File: src/rtl/plab5_mcore_mem_req_tracker.sv
// Requester-side tracker for the secure memory path: tags requests, records in-flight
// {opaque,type,sec} in order, filters responses against the head and retires denied requests by timeout.

module plab5_mcore_mem_req_tracker_fifo #(
    parameter int p_width = 12,
    parameter int p_depth = 4,
    localparam int PW = $clog2(p_depth),
    localparam int CW = PW + 1
) (
    input  logic               clk,
    input  logic               reset,
    input  logic               push,
    input  logic [p_width-1:0] push_entry,
    input  logic               pop,
    output logic [p_width-1:0] head,
    output logic [CW-1:0]      count
);

    logic [p_width-1:0] mem [p_depth];
    logic [PW-1:0]      wr_ptr;
    logic [PW-1:0]      rd_ptr;

    // Storage carries no reset; occupancy alone decides what is valid.
    always_ff @(posedge clk) begin
        if (push)
            mem[wr_ptr] <= push_entry;
    end

    always_ff @(posedge clk) begin
        if (!reset) begin
            wr_ptr <= '0;
            rd_ptr <= '0;
            count  <= '0;
        end else begin
            if (push)
                wr_ptr <= wr_ptr + PW'(1);
            if (pop)
                rd_ptr <= rd_ptr + PW'(1);
            case ({push, pop})
                2'b10:   count <= count + CW'(1);
                2'b01:   count <= count - CW'(1);
                default: count <= count;
            endcase
        end
    end

    assign head = mem[rd_ptr];

endmodule

module plab5_mcore_mem_req_tracker #(
    parameter int p_opaque_nbits    = 8,
    parameter int p_addr_nbits      = 32,
    parameter int p_data_nbits      = 32,
    parameter int p_max_outstanding = 4,
    parameter int p_timeout         = 64,
    localparam int req_cnbits  = 3 + p_opaque_nbits + p_addr_nbits + 2,
    localparam int resp_cnbits = 3 + p_opaque_nbits + 2,
    localparam int CW          = $clog2(p_max_outstanding) + 1
) (
    input  logic                    clk,
    input  logic                    reset,

    input  logic                    core_req_sec_level,
    input  logic [req_cnbits-1:0]   core_req_control,
    input  logic [p_data_nbits-1:0] core_req_data,
    input  logic                    core_req_val,
    output logic                    core_req_rdy,

    output logic                    net_req_sec_level,
    output logic [req_cnbits-1:0]   net_req_control,
    output logic [p_data_nbits-1:0] net_req_data,
    output logic                    net_req_val,
    input  logic                    net_req_rdy,

    input  logic                    net_resp_sec_level,
    input  logic [resp_cnbits-1:0]  net_resp_control,
    input  logic [p_data_nbits-1:0] net_resp_data,
    input  logic                    net_resp_val,
    output logic                    net_resp_rdy,

    output logic [resp_cnbits-1:0]  core_resp_control,
    output logic [p_data_nbits-1:0] core_resp_data,
    output logic                    core_resp_val,
    input  logic                    core_resp_rdy,

    output logic [CW-1:0]           outstanding,
    output logic                    err_val,
    output logic [1:0]              err_code
);

    localparam int TW = $clog2(p_timeout) + 1;

    typedef struct packed {
        logic [p_opaque_nbits-1:0] opaque;
        logic [2:0]                typ;
        logic                      sec;
    } entry_t;

    typedef enum logic {PASS, SYNTH} state_t;

    localparam logic [1:0] ERR_OPAQUE  = 2'b01;
    localparam logic [1:0] ERR_SEC     = 2'b10;
    localparam logic [1:0] ERR_TIMEOUT = 2'b11;

    state_t                    state, state_nxt;
    entry_t                    push_e, head_e;
    logic [$bits(entry_t)-1:0] head_bits;
    logic [CW-1:0]             count;
    logic [TW-1:0]             timer;
    logic                      full, empty, push, pop;
    logic                      err_set;
    logic [1:0]                err_code_nxt;

    logic [2:0]                req_type, resp_type;
    logic [p_opaque_nbits-1:0] req_opaque, resp_opaque;

    assign req_type    = core_req_control[req_cnbits-1 -: 3];
    assign req_opaque  = core_req_control[req_cnbits-4 -: p_opaque_nbits];
    assign resp_type   = net_resp_control[resp_cnbits-1 -: 3];
    assign resp_opaque = net_resp_control[resp_cnbits-4 -: p_opaque_nbits];

    assign full  = (count == CW'(p_max_outstanding));
    assign empty = (count == '0);

    // Request path is pure wiring; only the handshake is gated by capacity and reset.
    assign net_req_sec_level = core_req_sec_level;
    assign net_req_control   = core_req_control;
    assign net_req_data      = core_req_data;
    assign net_req_val       = reset & core_req_val & !full;
    assign core_req_rdy      = reset & net_req_rdy & !full;
    assign push              = net_req_val & net_req_rdy;

    assign push_e = '{opaque: req_opaque, typ: req_type, sec: core_req_sec_level};
    assign head_e = head_bits;

    plab5_mcore_mem_req_tracker_fifo #(
        .p_width (($bits(entry_t))),
        .p_depth (p_max_outstanding)
    ) tracker (
        .clk        (clk),
        .reset      (reset),
        .push       (push),
        .push_entry (push_e),
        .pop        (pop),
        .head       (head_bits),
        .count      (count)
    );

    assign outstanding = count;

    always_comb begin
        state_nxt         = state;
        net_resp_rdy      = 1'b0;
        core_resp_val     = 1'b0;
        core_resp_control = net_resp_control;
        core_resp_data    = net_resp_data;
        pop               = 1'b0;
        err_set           = 1'b0;
        err_code_nxt      = ERR_OPAQUE;
        if (reset) begin
            case (state)
                PASS: begin
                    if (net_resp_val) begin
                        if (empty || resp_opaque != head_e.opaque) begin
                            net_resp_rdy = 1'b1;
                            err_set      = 1'b1;
                            err_code_nxt = ERR_OPAQUE;
                        end else if (net_resp_sec_level != head_e.sec) begin
                            net_resp_rdy = 1'b1;
                            err_set      = 1'b1;
                            err_code_nxt = ERR_SEC;
                        end else begin
                            core_resp_val = 1'b1;
                            net_resp_rdy  = core_resp_rdy;
                            pop           = core_resp_rdy;
                        end
                    end
                    if (!empty && !pop && timer == TW'(p_timeout - 1))
                        state_nxt = SYNTH;
                end
                SYNTH: begin
                    // Gate denied the head silently: hand the core a zero-data stand-in.
                    core_resp_val     = 1'b1;
                    core_resp_control = {head_e.typ, head_e.opaque, 2'b00};
                    core_resp_data    = '0;
                    if (core_resp_rdy) begin
                        pop          = 1'b1;
                        err_set      = 1'b1;
                        err_code_nxt = ERR_TIMEOUT;
                        state_nxt    = PASS;
                    end
                end
                default: state_nxt = PASS;
            endcase
        end
    end

    always_ff @(posedge clk) begin
        if (!reset)
            state <= PASS;
        else
            state <= state_nxt;
    end

    // Counts cycles the current head has waited; saturates so it cannot wrap back to the trigger value.
    always_ff @(posedge clk) begin
        if (!reset || pop || empty)
            timer <= '0;
        else if (timer != '1)
            timer <= timer + TW'(1);
    end

    always_ff @(posedge clk) begin
        if (!reset) begin
            err_val  <= 1'b0;
            err_code <= 2'b00;
        end else begin
            err_val <= err_set;
            if (err_set)
                err_code <= err_code_nxt;
        end
    end

endmodule

File: config.mk
export PLATFORM = sky130hd
export DESIGN_NAME = plab5_mcore_mem_req_tracker
export DESIGN_NICKNAME = d
export VERILOG_FILES = /design/src/rtl/plab5_mcore_mem_req_tracker.sv
export SDC_FILE = /design/constraint.sdc
export NUM_CORES = 1
export LEC_CHECK = 0
export CORE_MARGIN = 2
export CORE_UTILIZATION = 39
export DETAILED_ROUTE_END_ITERATION = 10
export PLACE_DENSITY = 0.95
export SKIP_CTS_REPAIR_TIMING = 1
export SLEW_MARGIN = 20
export SYNTH_ARGS = -nofsm -noshare
export SYNTH_HDL_FRONTEND = slang
export SYNTH_SLANG_ARGS = --single-unit
File: constraint.sdc
create_clock -name clk -period 8.8 [get_ports clk]
set_clock_uncertainty 0.2 [all_clocks]
set_input_delay 0.88 -clock clk [delete_from_list [all_inputs] [get_ports clk]]
set_output_delay 0.88 -clock clk [all_outputs]
set_load 0.005 [all_outputs]
==> run_results.csv <==
group,metric,value,unit
cells_and_area,finish.net_count,521,
logic_synthesis,synthesis.instances,333,
cts,clkLatencyLatePin,0.35,ns
logic_synthesis,synth_cell_type_count,42,
logic_synthesis,ys_dominant_reg_cell,"sky130_fd_sc_hd__edfxtp_1",
floorplan,core,0.00973,mm^2
critical_path,worst_setup_path_start_kind,"register",
cts,cts_buffers,9,
cells_and_area,fraction_of_final_layout_cells_with_drive_strength_greater_than_1,0.0977,
floorplan,num_io_pins,263,
critical_path,timing.critical_path.cells,"mux4_2 > xor2_1 > nor4_1 > nand3_1 > o21ai_0 > clkdlybuf4s50_1",
critical_path,worst_ep_arrival_time,3.61,ns
logic_synthesis,synth_top_area_cell,"sky130_fd_sc_hd__edfxtp_1",
logic_synthesis,yosys-top-cells-count,"sky130_fd_sc_hd__buf_4, sky130_fd_sc_hd__edfxtp_1, sky130_fd_sc_hd__and2_1",
critical_path,worstSetupEndpointType,"primary output",
global_routing,number_of_global_route_vias_before_repair,2676,
critical_path,cp_slowest_stage_delay,0.85,ns
logic_synthesis,syn_nets,470,
critical_path,critPathMaxFanout,15,
detailed_routing,route.vias.total,2639,
detailed_routing,drtIter0Drc,211,
detailed_routing,vias_per_cell,5.06,
timing,finalSetupViolations,0,
timing,totalNegativeSetupSlack,0,ns
timing,least_margin_pin_slew,0.802,ns
timing,relSlewSlack,0.464,
critical_path,crit_path_top_delay_cell,"sky130_fd_sc_hd__dfxtp_1",
global_routing,track_usage,0.219,
cts,clkTransAtPathRegs,0.08,ns
floorplan,floorplan.die.height,104,um
cells_and_area,syn2layout_area_growth,26.2,%
global_routing,grt_first_pass_wirelength,17300,um
placement,quantity_of_i_o_buffers_inserted_on_ports,130,
logic_synthesis,synth_top_area_share,0.371,
worst_hold_path,min-delay-path-class,"reg -> reg",
floorplan,die_w,104,um
cells_and_area,antenna-diode-count,0,
cells_and_area,filler_cell_count,853,
logic_synthesis,asyncSetResetFlopFracSynth,0,
power,totalPowerFinal,691,uW
timing,rsz0062_at_grt,"no",
power,power_switching,153,uW
timing,timing.fmax,0.213,GHz
placement,dpl.hpwl,10100,um
power,static_leakage,1.69,nW
floorplan,floorplan.initialDensity,0.399,
cells_and_area,seqCellArea,0.00184,mm^2
cts,clock_sinks,68,
timing,finalWorstPathRequiredPeriod,4.69,ns
cts,cts_root_buf,"sky130_fd_sc_hd__clkbuf_8",
run_status,outcome,"complete, no violations",
cells_and_area,multi_input_area,0.00136,mm^2
power,p_per_area,141,mW/mm^2
detailed_routing,wl_per_cell,23.2,um
power,power.sequential.fraction,0.504,
critical_path,worst_ep_required_time,7.72,ns
logic_synthesis,synth.yosys.seq_area_share,0.475,
power,intPower,538,uW
detailed_routing,detailedRoute.firstPassIterationCount,4,
cts,ctsLongestPathBuffers,2,
detailed_routing,ant_nets,0,
power,power.combinational.fraction,0.137,
global_routing,grt_overflow_total,0,
global_routing,grt_antenna_before_repair,0,
cts,htree_levels,3,
power,sw_frac_of_total,0.221,
placement,place_congestion,0.871,
logic_synthesis,ys_warn_count,0,
timing,final-max-slew-violation-count,0,
power,max-vdd-ir-drop,0.143,mV
logic_synthesis,yosysMostFrequentCell,"sky130_fd_sc_hd__buf_4",
global_routing,grt_max_degree,49,
timing,final.period_utilization,0.533,
critical_path,class_of_the_most_critical_setup_path,"reg -> out",
timing,finalHoldViolCount,0,
detailed_routing,number_of_drc_violations_after_detailed_routing,0,
floorplan,placement_rows,36,
detailed_routing,drt_wl_total,12100,um
floorplan,design.die.area,0.0108,mm^2
logic_synthesis,synth-edff-count,48,
logic_synthesis,main_area_contributors_after_synthesis,"sky130_fd_sc_hd__edfxtp_1, sky130_fd_sc_hd__buf_4, sky130_fd_sc_hd__dfxtp_1",
logic_synthesis,synthesis.area_per_instance,11.7,um^2
flow_run,cap_viol_max_count,0,
power,power_frac_clock,0.359,
logic_synthesis,mappedNetlistArea,0.00388,mm^2
logic_synthesis,ys_seq_elements,68,
cts,tritoncts,"yes",
-- critical path, delay by kind of cell (launching register included) --
kind                   cells  cell delay (ns)
XOR/XNOR                   1             0.17
flip-flops                 1             0.85
AO/OA/AOI/OAI              1             0.25
AND/OR/NAND/NOR            2             0.85
multiplexers               1             0.62
buffers and inverters      1             0.53
-- final timing paths --
check | endpoint | startpoint | slack, ns | depth (start not counted)
worst max-delay path | core_resp_val | register | 4.11 | 6
worst min-delay path | err_code[1]$_SDFFE_PN0P_ | err_code[1]$_SDFFE_PN0P_ | 0.34 | 1
worst max register to register | tracker.count[2]$_SDFFE_PN0P_ | register | 4.29 | 12
worst min register to register | err_code[1]$_SDFFE_PN0P_ | err_code[1]$_SDFFE_PN0P_ | 0.34 | 1
-- per-stage QoR --
step                 util  cell area [um^2]  setup slack (ns)  hold slack [ns]  std cells
finish              0.504              4900              4.11            0.343        522
global route        0.504              4900              3.82            0.353        522
CTS                 0.504              4900              4.08            0.350        522
detailed placement  0.484              4710              4.28            0.324        506
global placement    0.484              4710              4.46            0.307        506
floorplan               -              3880              5.14            0.304        333
-- registers in the layout (all words and copies together), names as in the netlist, named ones only --
register,cells
err_code,2
tracker.wr_ptr,2
tracker.mem,48
state,1
timer,7
tracker.rd_ptr,2
err_val,1
tracker.count,3
-- layout make-up --
| cell class | count | area share |
|---|---|---|
| Tap cell | 133 | 0.0340 |
| Timing Repair Buffer | 132 | 0.269 |
| Clock buffer | 9 | 0.0253 |
| Inverter | 6 | 0.00460 |
| Multi-Input combinational cell | 167 | 0.278 |
| Clock inverter | 7 | 0.0138 |
| Sequential cell | 68 | 0.376 |
-- cells by family after synthesis --
family / share of synthesized area
AND/OR/NAND/NOR: 0.140
XOR/XNOR: 0.0361
AO/OA/AOI/OAI: 0.0429
flip-flops: 0.475
adder cells (fa/ha/maj): 0.0245
buffers and inverters: 0.175
multiplexers: 0.107
-- layer usage --
| layer | share of wire | up-vias | GRT usage |
|---|---|---|---|
| li1 | - | 1188 | - |
| met1 | 0.31 | 1269 | 0.206 |
| met2 | 0.50 | 160 | 0.370 |
| met3 | 0.16 | 20 | 0.156 |
| met4 | 0.025 | 2 | 0.0734 |
| met5 | 0.0036 | - | 0.0286 |
-- power by group through the flow --
| stage | Sequential, mW | Clock, mW | Combinational [mW] |
|---|---|---|---|
| final | 0.348 | 0.248 | 0.0949 |
| after global routing | 0.348 | 0.262 | 0.101 |
| after CTS | 0.348 | 0.251 | 0.0953 |
| after detailed placement | 0.355 | 0 | 0.0947 |
| after global placement | 0.355 | 0 | 0.0923 |
| after floorplan | 0.355 | 0 | 0.0538 |
-- layout by cell type (no fill, tap or decap), drive strengths merged, types with 6 or more instances in the layout --
| cell | netlist | final |
|---|---|---|
| nand3 | 7 | 7 |
| dfxtp | 20 | 20 |
| mux4 | 10 | 10 |
| and2 | 39 | 39 |
| inv | 6 | 6 |
| and3 | 10 | 10 |
| clkbuf | 10 | 9 |
| clkdlybuf4s50 | 0 | 130 |
| nand2 | 11 | 11 |
| edfxtp | 48 | 48 |
| ha | 6 | 6 |
| o21ai | 9 | 9 |
| nor3 | 9 | 9 |
| mux2 | 11 | 11 |
| xnor2 | 11 | 11 |
| mux2i | 6 | 6 |
Note: power is estimated with default switching activity, not from simulation.
